$ cat src/rtl/brq_lsu_pkg.sv
// Shared types and lane-select constants for the brq load/store unit.
// The lane code tells the DCCM which byte lanes of the word a store touches.
package brq_lsu_pkg;

    typedef enum logic [1:0] {
        BYTE = 2'b00,
        HALF = 2'b01,
        WORD = 2'b10
    } size_e;

    typedef enum logic [1:0] {
        IDLE   = 2'b00,
        ACCESS = 2'b01,
        RESP   = 2'b10
    } state_e;

    localparam logic [2:0] BE_B0   = 3'b000;
    localparam logic [2:0] BE_B1   = 3'b001;
    localparam logic [2:0] BE_B2   = 3'b010;
    localparam logic [2:0] BE_B3   = 3'b011;
    localparam logic [2:0] BE_HI   = 3'b100;
    localparam logic [2:0] BE_LO   = 3'b101;
    localparam logic [2:0] BE_W    = 3'b110;
    localparam logic [2:0] BE_NONE = 3'b111;

    function automatic logic [2:0] lane_code(input logic [1:0] size, input logic [1:0] off);
        case (size)
            BYTE:    return {1'b0, off};
            HALF:    return off[1] ? BE_HI : BE_LO;
            WORD:    return BE_W;
            default: return BE_NONE;
        endcase
    endfunction

endpackage

$ cat src/rtl/brq_lsu_load_align.sv
// Picks the addressed byte or half out of a DCCM read word and extends it.
// Word loads pass through untouched; an illegal size yields zero.
module brq_lsu_load_align
    import brq_lsu_pkg::*;
(
    input  logic [31:0] word_i,
    input  logic [1:0]  addr_i,
    input  logic [1:0]  size_i,
    input  logic        unsigned_i,
    output logic [31:0] data_o
);

    logic [7:0]  byte_v;
    logic [15:0] half_v;

    always_comb begin
        case (addr_i)
            2'b00:   byte_v = word_i[7:0];
            2'b01:   byte_v = word_i[15:8];
            2'b10:   byte_v = word_i[23:16];
            default: byte_v = word_i[31:24];
        endcase
        half_v = addr_i[1] ? word_i[31:16] : word_i[15:0];
    end

    always_comb begin
        data_o = '0;
        case (size_i)
            BYTE:    data_o = {{24{~unsigned_i & byte_v[7]}}, byte_v};
            HALF:    data_o = {{16{~unsigned_i & half_v[15]}}, half_v};
            WORD:    data_o = word_i;
            default: data_o = '0;
        endcase
    end

endmodule

$ cat src/rtl/brq_lsu.sv
// Load/store unit: one request at a time, IDLE -> ACCESS -> RESP (errors skip ACCESS).
// All DCCM-facing signals come straight from flops so the memory sees clean strobes.
module brq_lsu
    import brq_lsu_pkg::*;
#(
    parameter int          DataWidth = 32,
    parameter int          AddrWidth = 15,
    parameter logic [31:0] DccmBase  = 32'h0000_0000
) (
    input  logic                 brq_clk,
    input  logic                 brq_rst_n,
    input  logic                 req_valid,
    output logic                 req_ready,
    input  logic                 req_we,
    input  logic [1:0]           req_size,
    input  logic                 req_unsigned,
    input  logic [31:0]          req_addr,
    input  logic [DataWidth-1:0] req_wdata,
    output logic                 rsp_valid,
    input  logic                 rsp_ready,
    output logic [DataWidth-1:0] rsp_rdata,
    output logic                 rsp_err,
    output logic [AddrWidth-1:0] dccm_address,
    output logic [2:0]           dccm_byte_enable,
    output logic [DataWidth-1:0] dccm_data_in,
    output logic                 dccm_write_enable,
    output logic                 dccm_read_enable,
    input  logic [DataWidth-1:0] dccm_data_out
);

    state_e state_q, state_d;

    logic [1:0]           size_q;
    logic [1:0]           off_q;
    logic                 unsigned_q;
    logic [DataWidth-1:0] rdata_q;
    logic                 err_q;
    logic [AddrWidth-1:0] dccm_addr_q;
    logic [2:0]           be_q;
    logic [DataWidth-1:0] wdata_q;
    logic                 dwe_q;
    logic                 dre_q;

    logic                 size_bad;
    logic                 misaligned;
    logic                 out_of_range;
    logic                 req_err;
    logic [31:0]          load_data;

    // Request legality is judged on the live inputs so the IDLE decision is single-cycle.
    assign size_bad     = (req_size == 2'b11);
    assign misaligned   = ((req_size == HALF) && req_addr[0]) ||
                          ((req_size == WORD) && (req_addr[1:0] != 2'b00));
    assign out_of_range = (req_addr[31:AddrWidth+2] != DccmBase[31:AddrWidth+2]);
    assign req_err      = size_bad | misaligned | out_of_range;

    brq_lsu_load_align u_load_align (
        .word_i     (dccm_data_out),
        .addr_i     (off_q),
        .size_i     (size_q),
        .unsigned_i (unsigned_q),
        .data_o     (load_data)
    );

    always_ff @(posedge brq_clk or negedge brq_rst_n) begin
        if (!brq_rst_n) begin
            state_q <= IDLE;
        end else begin
            state_q <= state_d;
        end
    end

    always_comb begin
        state_d = state_q;
        case (state_q)
            IDLE:    if (req_valid) state_d = req_err ? RESP : ACCESS;
            ACCESS:  state_d = RESP;
            RESP:    if (rsp_ready) state_d = IDLE;
            default: state_d = IDLE;
        endcase
    end

    always_comb begin
        req_ready = (state_q == IDLE);
        rsp_valid = (state_q == RESP);
    end

    always_ff @(posedge brq_clk or negedge brq_rst_n) begin
        if (!brq_rst_n) begin
            size_q      <= 2'b00;
            off_q       <= 2'b00;
            unsigned_q  <= 1'b0;
            rdata_q     <= '0;
            err_q       <= 1'b0;
            dccm_addr_q <= '0;
            be_q        <= BE_NONE;
            wdata_q     <= '0;
            dwe_q       <= 1'b0;
            dre_q       <= 1'b0;
        end else begin
            case (state_q)
                IDLE: begin
                    if (req_valid) begin
                        size_q     <= req_size;
                        off_q      <= req_addr[1:0];
                        unsigned_q <= req_unsigned;
                        if (req_err) begin
                            err_q   <= 1'b1;
                            rdata_q <= '0;
                        end else begin
                            err_q       <= 1'b0;
                            dccm_addr_q <= req_addr[AddrWidth+1:2];
                            be_q        <= lane_code(req_size, req_addr[1:0]);
                            wdata_q     <= req_wdata;
                            dwe_q       <= req_we;
                            dre_q       <= ~req_we;
                        end
                    end
                end
                ACCESS: begin
                    dwe_q   <= 1'b0;
                    dre_q   <= 1'b0;
                    be_q    <= BE_NONE;
                    // Stores answer with zero data; loads capture the read word at this edge.
                    rdata_q <= dre_q ? load_data : '0;
                end
                default: ;
            endcase
        end
    end

    assign rsp_rdata         = rdata_q;
    assign rsp_err           = err_q;
    assign dccm_address      = dccm_addr_q;
    assign dccm_byte_enable  = be_q;
    assign dccm_data_in      = wdata_q;
    assign dccm_write_enable = dwe_q;
    assign dccm_read_enable  = dre_q;

endmodule

$ cat config.mk
export PLATFORM = sky130hd
export DESIGN_NAME = brq_lsu
export DESIGN_NICKNAME = d
export VERILOG_FILES = /design/src/rtl/brq_lsu_pkg.sv /design/src/rtl/brq_lsu_load_align.sv /design/src/rtl/brq_lsu.sv
export SDC_FILE = /design/constraint.sdc
export NUM_CORES = 1
export LEC_CHECK = 0
export BUFFER_PORTS_ARGS = -buffer_cell sky130_fd_sc_hd__buf_4
export CAP_MARGIN = 5
export CORE_MARGIN = 1
export CORE_UTILIZATION = 45
export DETAILED_ROUTE_END_ITERATION = 7
export GPL_TIMING_DRIVEN = 0
export PLACE_DENSITY = 0.76
export SYNTH_ARGS = -nofsm -noshare
export SYNTH_HDL_FRONTEND = slang
export SYNTH_HIERARCHICAL = 1
export SYNTH_SLANG_ARGS = --single-unit
$ cat constraint.sdc
create_clock -name brq_clk -period 5.4 [get_ports brq_clk]
set_clock_uncertainty 0.05 [all_clocks]
set_input_delay 0.27 -clock brq_clk [delete_from_list [all_inputs] [get_ports brq_clk]]
set_output_delay 0.27 -clock brq_clk [all_outputs]
set_load 0.02 [all_outputs]
==> run metrics <==
clock sink total=92; sequential fraction of the synthesis area=52.0%; max_cap viols=0; Clock Path Buffers=2; post-synthesis simple-gate area fraction=13.3%; total setup buffers inserted after CTS=0; CP Capture Type=register; Cell Area, Synth=0.00444 sq mm; PortBufs=190; Reg2Reg Launch Point=state_q[0]$_DFFE_PN0P_; Slew Limit Headroom=approximately 22%; die span in x=101 um; I/O pins=191; TritonCTS clock tree=built; switching power=438 uW; grt total ovfl=0; period utilisation layout=between 30% and 40%; peak supply drop=0.151 mV; vias=between 3,000 and 4,000; Core Box Area=0.00942 sq mm; Final Max Slew Viols=0; std cell rows=35; Reg power frac=48.0%; Critical-path top delay cell=dfrtp_1; GRT Util Overall=24.9%; worst min path class=primary input to asynchronous set/reset pin; Root Driver=clkbuf_8; Synth Area in Adders=0%; crit path buf inv count=3; post-cts resize count=0; CP arrival=approximately 2.2 ns; # setup viols final=0; fmax=~0.49 GHz; CP max FO=10; yosys warns=6; post-route DRC violation count=0; H-tree depth=3; Die Y-Extent=101 um; drt first-iter violations=135; Core Util, Final=66.1%; Worst Tran Pin Value=1.17 ns; xor-xnor portion of the synthesized cell area=0%; Netlist cell types=36; TritonCTS buffer count=9; status=finished clean; Syn Inst Count=395; Pint=around 1.0 mW; Die ar.=0.0103 sq mm; Final Hold Viols=0; Worst path max stage delay=0.43 ns; Yosys top cell area share=roughly half; RSZ-0062 raised after global routing=false; CP startpoint kind=register; routability cong.=0.938; top cells by area, synth=dfrtp_1 50%, mux2_2 8.4%, a211o_1 4.9%; minimum clock period=2.05 ns; share of cells above drive strength 1=43.6%; Syn Nets=499; hold buffers post-CTS=0; total power=roughly 1.5 mW; Crit path top cell by count=buf_6; Sw Ratio=29.4%; clock power share=31.0%; post-DR vias/cell=5.32; Reg2Reg Depth=6; first-pass GRT wire length=19.5 mm; ANT nets after route=0; multiplexer share of the synthesized area=18.4%; dpl hpwl=9.42 mm; clk_lat worst skew=0.36 ns; logic gate share of total power=21.0%; vias in the first global route=4,000; Ant. Diodes=0; Avg WL per Cell=16.6 um; Starting Density=between 40% and 50%; nets=700; Worst EP required=5.60 ns; largest net degree at the start of global routing=93; Crit path max-delay family=buffers and inverters; Layout area overhead=40.1%; initial antenna violation count=0; r2r setup slk=about 3.4 ns; drt first pass iters=4; area leader, netlist=dfrtp_1; post-synthesis compound-gate area fraction=12.3%; routed wire length=12.1 mm; P_leak=between 3 and 4 nW; FF-to-FF End=dccm_address[5]$_DFFE_PN0P_; Worst-path clk slew=0.10 ns; CP Cell Sequence=nor2b_1, clkbuf_1, nor4_4, buf_6, buf_6, mux2_1; Setup CP Type=register to register; post-synthesis register bit count=92; main combinational cell family by area after synthesis=multiplexers; pwr/cell area=239 mW/mm^2; syn_area_per_cell=11.2 sq um; final setup TNS=0 ns
worst max-delay path by stage:
| stage | startpoint | endpoint | slack [ns] | cells after the start |
|---|---|---|---|---|
| finish | state_q[0]$_DFFE_PN0P_ | dccm_address[5]$_DFFE_PN0P_ | 3.35 | 6 |
| global route | state_q[0]$_DFFE_PN0P_ | dccm_address[6]$_DFFE_PN0P_ | 3.24 | 6 |
| CTS | state_q[0]$_DFFE_PN0P_ | dccm_address[5]$_DFFE_PN0P_ | 3.33 | 6 |
| detailed placement | req_addr[18] | dccm_address[5]$_DFFE_PN0P_ | 3.21 | 7 |
| global placement | req_addr[18] | dccm_data_in[21]$_DFFE_PN0P_ | 3.25 | 7 |
| floorplan | req_addr[18] | dccm_data_in[21]$_DFFE_PN0P_ | 3.56 | 6 |
sequential cells by signal, indices dropped and copies added, names as in the netlist:
register and cells:
dccm_data_in 32, rsp_err 1, off_q 2, dccm_byte_enable 3
unsigned_q 1, state_q 2, dccm_address 15, dccm_write_enable 1
dccm_read_enable 1, size_q 2, rsp_rdata 32
final cells by class:
type                            instances  area, sq um
Multi-Input combinational cell        270         1950
Timing Repair Buffer                  190         1430
Buffer                                 31          173
Inverter                                2         7.51
Clock buffer                           10          138
Tap cell                              129          161
Sequential cell                        92         2310
Fill cell                             760         3200
Clock inverter                          6         56.3
stage by stage:
| step | std cells | hold slack [ns] | setup slack [ns] | instance area, sq um |
|---|---|---|---|---|
| floorplan | 395 | -0.0756 | 3.56 | 4440 |
| global placement | 714 | 0.420 | 3.25 | 6030 |
| detailed placement | 714 | 0.426 | 3.21 | 6030 |
| CTS | 730 | 0.0502 | 3.33 | 6220 |
| global route | 730 | 0.0463 | 3.24 | 6220 |
| finish | 730 | 0.0489 | 3.35 | 6220 |
layer usage:
| layer | vias up | part of all wire [%] | global-route usage (%) |
|---|---|---|---|
| li1 | 1823 | - | - |
| met1 | 1882 | 41 | 29.6 |
| met2 | 154 | 48 | 41.8 |
| met3 | 25 | 8.9 | 8.76 |
| met4 | 0 | 2.0 | 9.25 |
| met5 | - | 0 | 0 |
Yosys cell counts (all sizes together):
cell     number
dfrtp        89
mux2         52
nand2        43
o21ai        42
nand3        32
a211o        25
mux2i        21
clkbuf       19
nor2         16
buf          12
o2bb2ai       7
nand2b        6
nor3          5
nor4          5
nor2b         4
dfstp         3
inv           2
nor3b         2
a21o          1
a21oi         1
a221oi        1
a22o          1
mux4          1
nand4         1
nor4b         1
o21ba         1
o21bai        1
o22ai         1
logic make-up after synthesis:
kind of cell	count (synthesis)
simple gates	115
flops	92
compound gates	81
mux	74
buf+inv	33
layout by cell type, fill, tap and decap left out, drive strengths merged, types with 16 or more instances in the layout:
| cell type | count |
|---|---|
| clkbuf | 29 |
| buf | 202 |
| nor2 | 16 |
| mux2 | 52 |
| dfrtp | 89 |
| o21ai | 42 |
| mux2i | 21 |
| nand2 | 43 |
| a211o | 25 |
| nand3 | 32 |
power groups by stage:
stage | registers, mW | clock network (mW) | logic [mW]
2_1_floorplan | 0.724 | 0 | 0.194
3_3_place_gp | 0.727 | 0 | 0.303
3_5_place_dp | 0.728 | 0 | 0.310
4_1_cts | 0.714 | 0.471 | 0.311
5_1_grt | 0.717 | 0.497 | 0.340
6_report | 0.714 | 0.461 | 0.312
worst reg2reg max path: cells and delay by family, from the launching register on:
family        cells  cell delay (ns)
flops             1             0.43
mux               1             0.34
simple gates      2             0.56
buf+inv           3             0.56
Power figures use the tool's default switching activity.
